**src/rtl/regbank_init_sequencer_if.sv**
```systemverilog
// Bundle between the sequencer, the host preload stream and the register-bank
// init write port.
//   ld_valid/ld_addr/ld_data/ld_last : preload beat from host (master -> slave)
//   ld_ready                         : preload beat accepted (slave -> master)
//   sel                              : 0 = init port owns bank, 1 = core owns bank
//   dirIniciar/escribir/EWIniciar    : init-port address, data, active-low write enable
interface regbank_init_sequencer_if;
    logic        ld_valid;
    logic [4:0]  ld_addr;
    logic [31:0] ld_data;
    logic        ld_last;
    logic        ld_ready;
    logic        sel;
    logic [4:0]  dirIniciar;
    logic [31:0] escribir;
    logic        EWIniciar;

    // Host / bench side: drives the preload stream, observes the bank port.
    modport master (
        output ld_valid, ld_addr, ld_data, ld_last,
        input  ld_ready, sel, dirIniciar, escribir, EWIniciar
    );

    // Sequencer side.
    modport slave (
        input  ld_valid, ld_addr, ld_data, ld_last,
        output ld_ready, sel, dirIniciar, escribir, EWIniciar
    );
endinterface

```
**src/rtl/regbank_init_sequencer.sv**
```systemverilog
// Register-bank init sequencer for the single-cycle MIPS core.
// Clears every bank entry, optionally preloads entries from a valid/ready
// stream, then hands the bank to the core and gates stepping for a bounded
// number of cycles; freezes the core and reports done on limit or halt.
// Ports:
//   clk, rst          : clock, synchronous active-high reset
//   i_start           : begin a sequence (honoured in IDLE/HALT only)
//   i_preload_en      : sampled with start, enables the LOAD phase
//   i_run_limit       : RUN cycles allowed, sampled with start (0 = unbounded)
//   i_halt_req        : stop request, honoured in RUN only
//   bus               : preload stream + init write port (slave modport)
//   o_cpu_en          : core step enable
//   o_busy            : sequence in progress
//   o_done            : run finished, held until next start
//   o_cycle_count     : RUN cycles elapsed (saturating)
module regbank_init_sequencer #(
    parameter int unsigned NUM_REGS    = 32,
    parameter logic [31:0] CLEAR_VALUE = 32'h0000_0000,
    parameter int unsigned CNT_W       = 16
) (
    input  logic                          clk,
    input  logic                          rst,
    input  logic                          i_start,
    input  logic                          i_preload_en,
    input  logic [CNT_W-1:0]              i_run_limit,
    input  logic                          i_halt_req,
    regbank_init_sequencer_if.slave       bus,
    output logic                          o_cpu_en,
    output logic                          o_busy,
    output logic                          o_done,
    output logic [CNT_W-1:0]              o_cycle_count
);

    localparam int unsigned ADDR_W   = 5;
    localparam logic [ADDR_W-1:0] LAST_IDX = ADDR_W'(NUM_REGS - 1);

    typedef enum logic [2:0] {
        S_IDLE,
        S_CLEAR,
        S_LOAD,
        S_LDRAIN,
        S_RUN,
        S_HALT
    } state_t;

    state_t              r_state;
    logic [ADDR_W-1:0]   r_idx;
    logic                r_preload;
    logic [CNT_W-1:0]    r_run_limit;
    logic [CNT_W-1:0]    r_cycle_count;
    logic                r_sel;
    logic [ADDR_W-1:0]   r_dir;
    logic [31:0]         r_escribir;
    logic                r_ew_n;
    logic                r_ld_ready;
    logic                r_cpu_en;
    logic                r_busy;
    logic                r_done;

    logic                w_accept;
    logic                w_limit_hit;
    logic [CNT_W-1:0]    w_count_next;

    assign w_accept     = (r_state == S_LOAD) && r_ld_ready && bus.ld_valid;
    // Compare against limit-1 so the cycle that reaches the limit is still counted.
    assign w_limit_hit  = (r_run_limit != '0) && (r_cycle_count == r_run_limit - CNT_W'(1));
    assign w_count_next = (&r_cycle_count) ? r_cycle_count : r_cycle_count + CNT_W'(1);

    // Sequencer state and registered outputs.
    always_ff @(posedge clk) begin
        if (rst) begin
            r_state       <= S_IDLE;
            r_idx         <= '0;
            r_preload     <= 1'b0;
            r_run_limit   <= '0;
            r_cycle_count <= '0;
            r_sel         <= 1'b0;
            r_dir         <= '0;
            r_escribir    <= '0;
            r_ew_n        <= 1'b1;
            r_ld_ready    <= 1'b0;
            r_cpu_en      <= 1'b0;
            r_busy        <= 1'b0;
            r_done        <= 1'b0;
        end else begin
            case (r_state)
                S_IDLE, S_HALT: begin
                    if (i_start) begin
                        r_state       <= S_CLEAR;
                        r_idx         <= '0;
                        r_preload     <= i_preload_en;
                        r_run_limit   <= i_run_limit;
                        r_cycle_count <= '0;
                        r_sel         <= 1'b0;
                        r_dir         <= '0;
                        r_escribir    <= CLEAR_VALUE;
                        r_ew_n        <= 1'b0;
                        r_cpu_en      <= 1'b0;
                        r_busy        <= 1'b1;
                        r_done        <= 1'b0;
                    end
                end
                S_CLEAR: begin
                    if (r_idx == LAST_IDX) begin
                        r_ew_n <= 1'b1;
                        if (r_preload) begin
                            r_state    <= S_LOAD;
                            r_ld_ready <= 1'b1;
                        end else begin
                            // Write enable drops in the same edge the core takes the bank.
                            r_state  <= S_RUN;
                            r_sel    <= 1'b1;
                            r_cpu_en <= 1'b1;
                        end
                    end else begin
                        r_idx <= r_idx + ADDR_W'(1);
                        r_dir <= r_idx + ADDR_W'(1);
                    end
                end
                S_LOAD: begin
                    if (w_accept) begin
                        r_dir      <= bus.ld_addr;
                        r_escribir <= bus.ld_data;
                        r_ew_n     <= 1'b0;
                        if (bus.ld_last) begin
                            r_state    <= S_LDRAIN;
                            r_ld_ready <= 1'b0;
                        end
                    end else begin
                        r_ew_n <= 1'b1;
                    end
                end
                S_LDRAIN: begin
                    // Final preload write is visible this cycle; hand over next.
                    r_state  <= S_RUN;
                    r_ew_n   <= 1'b1;
                    r_sel    <= 1'b1;
                    r_cpu_en <= 1'b1;
                end
                S_RUN: begin
                    r_cycle_count <= w_count_next;
                    if (w_limit_hit || i_halt_req) begin
                        r_state  <= S_HALT;
                        r_cpu_en <= 1'b0;
                        r_busy   <= 1'b0;
                        r_done   <= 1'b1;
                    end
                end
                default: begin
                    r_state <= S_IDLE;
                end
            endcase
        end
    end

    assign bus.ld_ready   = r_ld_ready;
    assign bus.sel        = r_sel;
    assign bus.dirIniciar = r_dir;
    assign bus.escribir   = r_escribir;
    assign bus.EWIniciar  = r_ew_n;
    assign o_cpu_en       = r_cpu_en;
    assign o_busy         = r_busy;
    assign o_done         = r_done;
    assign o_cycle_count  = r_cycle_count;

endmodule
```
**src/flat_wrapper.sv**
```systemverilog
// flat-port wrapper written by rule: the top's interface ports become plain ports
module regbank_init_sequencer_flat 
#(
    parameter int unsigned NUM_REGS    = 32,
    parameter logic [31:0] CLEAR_VALUE = 32'h0000_0000,
    parameter int unsigned CNT_W       = 16
)
  (clk, rst, i_start, i_preload_en, i_run_limit, i_halt_req, o_cpu_en, o_busy, o_done, o_cycle_count, bus_ld_valid, bus_ld_addr, bus_ld_data, bus_ld_last, bus_ld_ready, bus_sel, bus_dirIniciar, bus_escribir, bus_EWIniciar);
  regbank_init_sequencer_if bus_i ();
  input  logic clk;
  input  logic rst;
  input  logic i_start;
  input  logic i_preload_en;
  input  logic [CNT_W-1:0] i_run_limit;
  input  logic i_halt_req;
  output logic o_cpu_en;
  output logic o_busy;
  output logic o_done;
  output logic [CNT_W-1:0] o_cycle_count;
  input wire logic [$bits(bus_i.ld_valid)-1:0] bus_ld_valid;
  input wire logic [$bits(bus_i.ld_addr)-1:0] bus_ld_addr;
  input wire logic [$bits(bus_i.ld_data)-1:0] bus_ld_data;
  input wire logic [$bits(bus_i.ld_last)-1:0] bus_ld_last;
  output wire logic [$bits(bus_i.ld_ready)-1:0] bus_ld_ready;
  output wire logic [$bits(bus_i.sel)-1:0] bus_sel;
  output wire logic [$bits(bus_i.dirIniciar)-1:0] bus_dirIniciar;
  output wire logic [$bits(bus_i.escribir)-1:0] bus_escribir;
  output wire logic [$bits(bus_i.EWIniciar)-1:0] bus_EWIniciar;
  assign bus_i.ld_valid = bus_ld_valid;
  assign bus_i.ld_addr = bus_ld_addr;
  assign bus_i.ld_data = bus_ld_data;
  assign bus_i.ld_last = bus_ld_last;
  assign bus_ld_ready = bus_i.ld_ready;
  assign bus_sel = bus_i.sel;
  assign bus_dirIniciar = bus_i.dirIniciar;
  assign bus_escribir = bus_i.escribir;
  assign bus_EWIniciar = bus_i.EWIniciar;
  regbank_init_sequencer #(.NUM_REGS(NUM_REGS), .CLEAR_VALUE(CLEAR_VALUE), .CNT_W(CNT_W)) u_core (.clk(clk), .rst(rst), .i_start(i_start), .i_preload_en(i_preload_en), .i_run_limit(i_run_limit), .i_halt_req(i_halt_req), .bus(bus_i), .o_cpu_en(o_cpu_en), .o_busy(o_busy), .o_done(o_done), .o_cycle_count(o_cycle_count));
endmodule
```
**config.mk**
```make
export PLATFORM = sky130hd
export DESIGN_NAME = regbank_init_sequencer_flat
export DESIGN_NICKNAME = d
export VERILOG_FILES = /design/src/rtl/regbank_init_sequencer_if.sv /design/src/rtl/regbank_init_sequencer.sv /design/src/flat_wrapper.sv
export SDC_FILE = /design/constraint.sdc
export NUM_CORES = 1
export LEC_CHECK = 0
export ABC_AREA = 1
export CAP_MARGIN = 40
export CORE_MARGIN = 3
export CORE_UTILIZATION = 52
export DETAILED_ROUTE_END_ITERATION = 8
export PLACE_DENSITY_LB_ADDON = 0.15
export SLEW_MARGIN = 30
export SYNTH_ARGS = -nofsm -noshare
export SYNTH_HDL_FRONTEND = slang
export SYNTH_SLANG_ARGS = --single-unit
export TNS_END_PERCENT = 1
```
**constraint.sdc**
```tcl
create_clock -name clk -period 3.92 [get_ports clk]
set_clock_uncertainty 0.1 [all_clocks]
set_input_delay 0.392 -clock clk [delete_from_list [all_inputs] [get_ports clk]]
set_output_delay 0.392 -clock clk [all_outputs]
set_load 0.01 [all_outputs]
```
==> flow_metrics.tcl <==
set metrics [dict create \
    i_o_pin_total 119 \
    die_width_um 96.0 \
    dp_hpwl_mm 8.31 \
    die_area_um2 9220 \
    fillCellCount 654 \
    worst_setup_path_end_kind "register" \
    synth-main-ff-cell "sky130_fd_sc_hd__dfxtp_1" \
    placeableCoreArea_um2 7810 \
    post-route-drc-count 0 \
    vias 4241 \
    syn-instance-count 600 \
    start_util_pct 54.0 \
    clkSlewWorstSetupHoldPaths_ns 0.09 \
    avgRoutedWirePerCell_um 13.5 \
    final.period_utilization_pct 57.8 \
    worst-endpoint-required_ns 4.04 \
    fp.dieH_um 96.0 \
    synth-edff-count 0 \
    synth.cell_area_um2 4210 \
    yosysMostFrequentCell "sky130_fd_sc_hd__nand2_1" \
    final_layout_size_suffix_gt1_share_pct 8.10 \
    hp-class "register to register" \
    timing_worst_setup_path_type "register to register" \
    p_per_cell_area_nw_per_um2 616 \
    number_of_violations_of_the_max_capacitance_limit 0 \
    synth_cell_type_count 40 \
    detail_route.first_pass.iterations 5 \
    synth.avg_cell_area_um2 7.02 \
    cts_buffers 9 \
    synth-warning-count 0 \
    final_core_util_pct 72.1 \
    placementRows 32 \
    cts.sinks 84 \
    tritoncts_clock_tree "yes" \
    grt_max_degree 50 \
    finish.net_count 775 \
    max_freq_mhz 441 \
    outcome "finished clean" \
    reg2reg_setup_slack_ns 1.65 \
    post-cts-setup-buffers 0 \
    vdd_ir_drop_max_uv 346 \
    post_cts_hold_buffer_count 0 \
    clkLatencyLatePin_ns 0.36 \
    synth-seq-area-share_pct 39.9 \
    port_buffers 118 \
    critical_path.reg2reg.startpoint "u_core.r_state[0]$_SDFFE_PP0P_" \
    grt_overflow 0 \
    report.final.slew_viol_count 0 \
    rsz0062_at_grt "no" \
    grt_pass1_vias 3969 \
    synth.largest_area_cell "sky130_fd_sc_hd__dfxtp_1" \
    fin_tns_setup_ns 0 \
    finalHoldViolations 0 \
    slew_headroom_pct 56.2 \
    top_cells_by_area_in_the_synthesized_netlist "sky130_fd_sc_hd__dfxtp_1 40%, sky130_fd_sc_hd__nand2_1 15%, sky130_fd_sc_hd__a21oi_1 9.0%" \
    worst-slew-pin-transition_ns 0.656 \
    holdWs_ns 0.354 \
    cp-startpoint "u_core.r_state[0]$_SDFFE_PP0P_" \
    grt_antenna_before_repair 0 \
    antenna_cells_inserted 0 \
    synth_common_cells "169 x sky130_fd_sc_hd__nand2_1, 84 x sky130_fd_sc_hd__dfxtp_1, 76 x sky130_fd_sc_hd__a21oi_1" \
    report.final.setup_viol 0 \
    number_of_h_tree_levels 3 \
    cts_root_buf "sky130_fd_sc_hd__clkbuf_8" \
    post_cts_resize_count 0 \
    cp_max_fo 32 \
    wl_mm 11.0 \
    gp_congestion 0.953 \
    cts.path.max_buffers 2 \
    leakagePower_nw 2.21 \
    crit_path_start_kind "register" \
    multi_input_combinational_cell_area_um2 2180 \
    worstRegToRegCells 11 \
    vias_per_cell 5.18 \
    final_antenna_net_count 0 \
    placed_cells 802 \
    postSynth.asyncResetShare_pct 0 \
    critical_path_sink "u_core.bus.escribir[4]$_SDFFE_PP0P_" \
    worst-endpoint-arrival_ns 2.38 \
    synthDominantCellAreaShare_pct 39.9 \
    period_needed_ns 2.27 \
    stdcell_count 818 \
    timing.rr.end "u_core.bus.escribir[4]$_SDFFE_PP0P_" \
    power.total_mw 3.47 \
    ff_latch_area_um2 1680 \
    wire_length_of_the_first_global_routing_pass_mm 17.9 \
    drt_iter0_markers 171 \
    grt.total_usage_pct 24.6 \
    synth-seq-cells 84 \
    synth.net_count 664 \
    synthToLayoutAreaGrowth_pct 33.5 \
]
per-stage QoR:
step | area [µm²] | setup WS [ns]
floorplan | 4210 | 2.07
global placement | 5430 | 1.71
detailed placement | 5430 | 1.68
CTS | 5630 | 1.63
global route | 5630 | 1.40
finish | 5630 | 1.65
power breakdown:
part	switching, mW	total [mW]	internal [mW]
combinational	1.04	1.65	0.608
clock	0.339	0.640	0.301
sequential	0.152	1.18	1.03
total	1.53	3.47	1.94
logic make-up (layout without fill, tap and decap cells):
logic type	after synthesis	count (layout)	synth area share, %
buffers and inverters	84	200	8.26
flip-flops	84	84	39.9
adder cells (fa/ha/maj)	4	4	1.19
XOR/XNOR	14	14	2.91
AND/OR/NAND/NOR	292	292	31.8
AO/OA/AOI/OAI	122	122	15.9
layout by cell type (no fill, tap or decap), types with 2 or more instances in the layout:
cell type and count:
sky130_fd_sc_hd__nand3_1 29, sky130_fd_sc_hd__nand2_1 169, sky130_fd_sc_hd__xnor2_1 6, sky130_fd_sc_hd__nand3_2 3, sky130_fd_sc_hd__nand2_2 7, sky130_fd_sc_hd__nand2_4 2
sky130_fd_sc_hd__a211oi_1 8, sky130_fd_sc_hd__nor2_8 2, sky130_fd_sc_hd__inv_6 2, sky130_fd_sc_hd__clkdlybuf4s50_1 117, sky130_fd_sc_hd__a211oi_2 3, sky130_fd_sc_hd__dfxtp_1 84
sky130_fd_sc_hd__nor2_4 6, sky130_fd_sc_hd__nor2_1 55, sky130_fd_sc_hd__inv_2 9, sky130_fd_sc_hd__ha_1 4, sky130_fd_sc_hd__nand4_1 3, sky130_fd_sc_hd__o21ai_1 3
sky130_fd_sc_hd__inv_1 55, sky130_fd_sc_hd__clkinvlp_4 3, sky130_fd_sc_hd__xor2_1 8, sky130_fd_sc_hd__nor4_1 2, sky130_fd_sc_hd__nor3_1 7, sky130_fd_sc_hd__o21ai_0 26
sky130_fd_sc_hd__clkbuf_8 9, sky130_fd_sc_hd__a21oi_1 76
area by class of cell:
class,instances,share of cell area (%)
Clock buffer,10,2.27
Inverter,65,4.43
Sequential cell,84,29.9
Multi-Input combinational cell,432,38.8
Clock inverter,6,1.29
Tap cell,102,2.27
Timing Repair Buffer,119,21.0
routing by layer:
layer	track usage [%]	routed length [µm]
met1	28.0	4420
met2	43.4	5700
met3	6.33	710
met4	10.3	190
met5	0	0
worst max-delay path, stage by stage, from the launching register on:
cell and delay [ns]:
sky130_fd_sc_hd__dfxtp_1 0.49, sky130_fd_sc_hd__inv_2 0.06, sky130_fd_sc_hd__nand2_1 0.15, sky130_fd_sc_hd__nor2_4 0.07
sky130_fd_sc_hd__inv_1 0.15, sky130_fd_sc_hd__a21oi_1 0.07, sky130_fd_sc_hd__inv_2 0.07, sky130_fd_sc_hd__nand2_2 0.08
sky130_fd_sc_hd__inv_2 0.07, sky130_fd_sc_hd__nand3_2 0.47, sky130_fd_sc_hd__nand2_1 0.24, sky130_fd_sc_hd__a21oi_1 0.09
worst min path at each step:
stage                     cells after the start                             startpoint                                    end  slack (ns)
after floorplan                               2          u_core.r_preload$_SDFFE_PP0P_          u_core.r_preload$_SDFFE_PP0P_        0.35
after global placement                        2  u_core.bus.dirIniciar[4]$_SDFFE_PP0P_  u_core.bus.dirIniciar[4]$_SDFFE_PP0P_        0.34
after detailed placement                      2            u_core.bus.sel$_SDFFE_PP0P_            u_core.bus.sel$_SDFFE_PP0P_        0.35
after CTS                                     2  u_core.bus.dirIniciar[4]$_SDFFE_PP0P_  u_core.bus.dirIniciar[4]$_SDFFE_PP0P_        0.36
after global routing                          2  u_core.bus.dirIniciar[4]$_SDFFE_PP0P_  u_core.bus.dirIniciar[4]$_SDFFE_PP0P_        0.37
final                                         2  u_core.bus.dirIniciar[4]$_SDFFE_PP0P_  u_core.bus.dirIniciar[4]$_SDFFE_PP0P_        0.35
registers in the layout (all words and copies together), names as in the netlist:
register,count
u_core.r_preload,1
u_core.bus.sel,1
u_core.r_run_limit,16
u_core.o_done,1
u_core.r_idx,5
u_core.o_cpu_en,1
u_core.bus.dirIniciar,5
u_core.bus.ld_ready,1
u_core.bus.escribir,32
u_core.bus.EWIniciar,1
u_core.r_state,3
u_core.o_cycle_count,16
u_core.o_busy,1
Power figures use the tool's default switching activity.
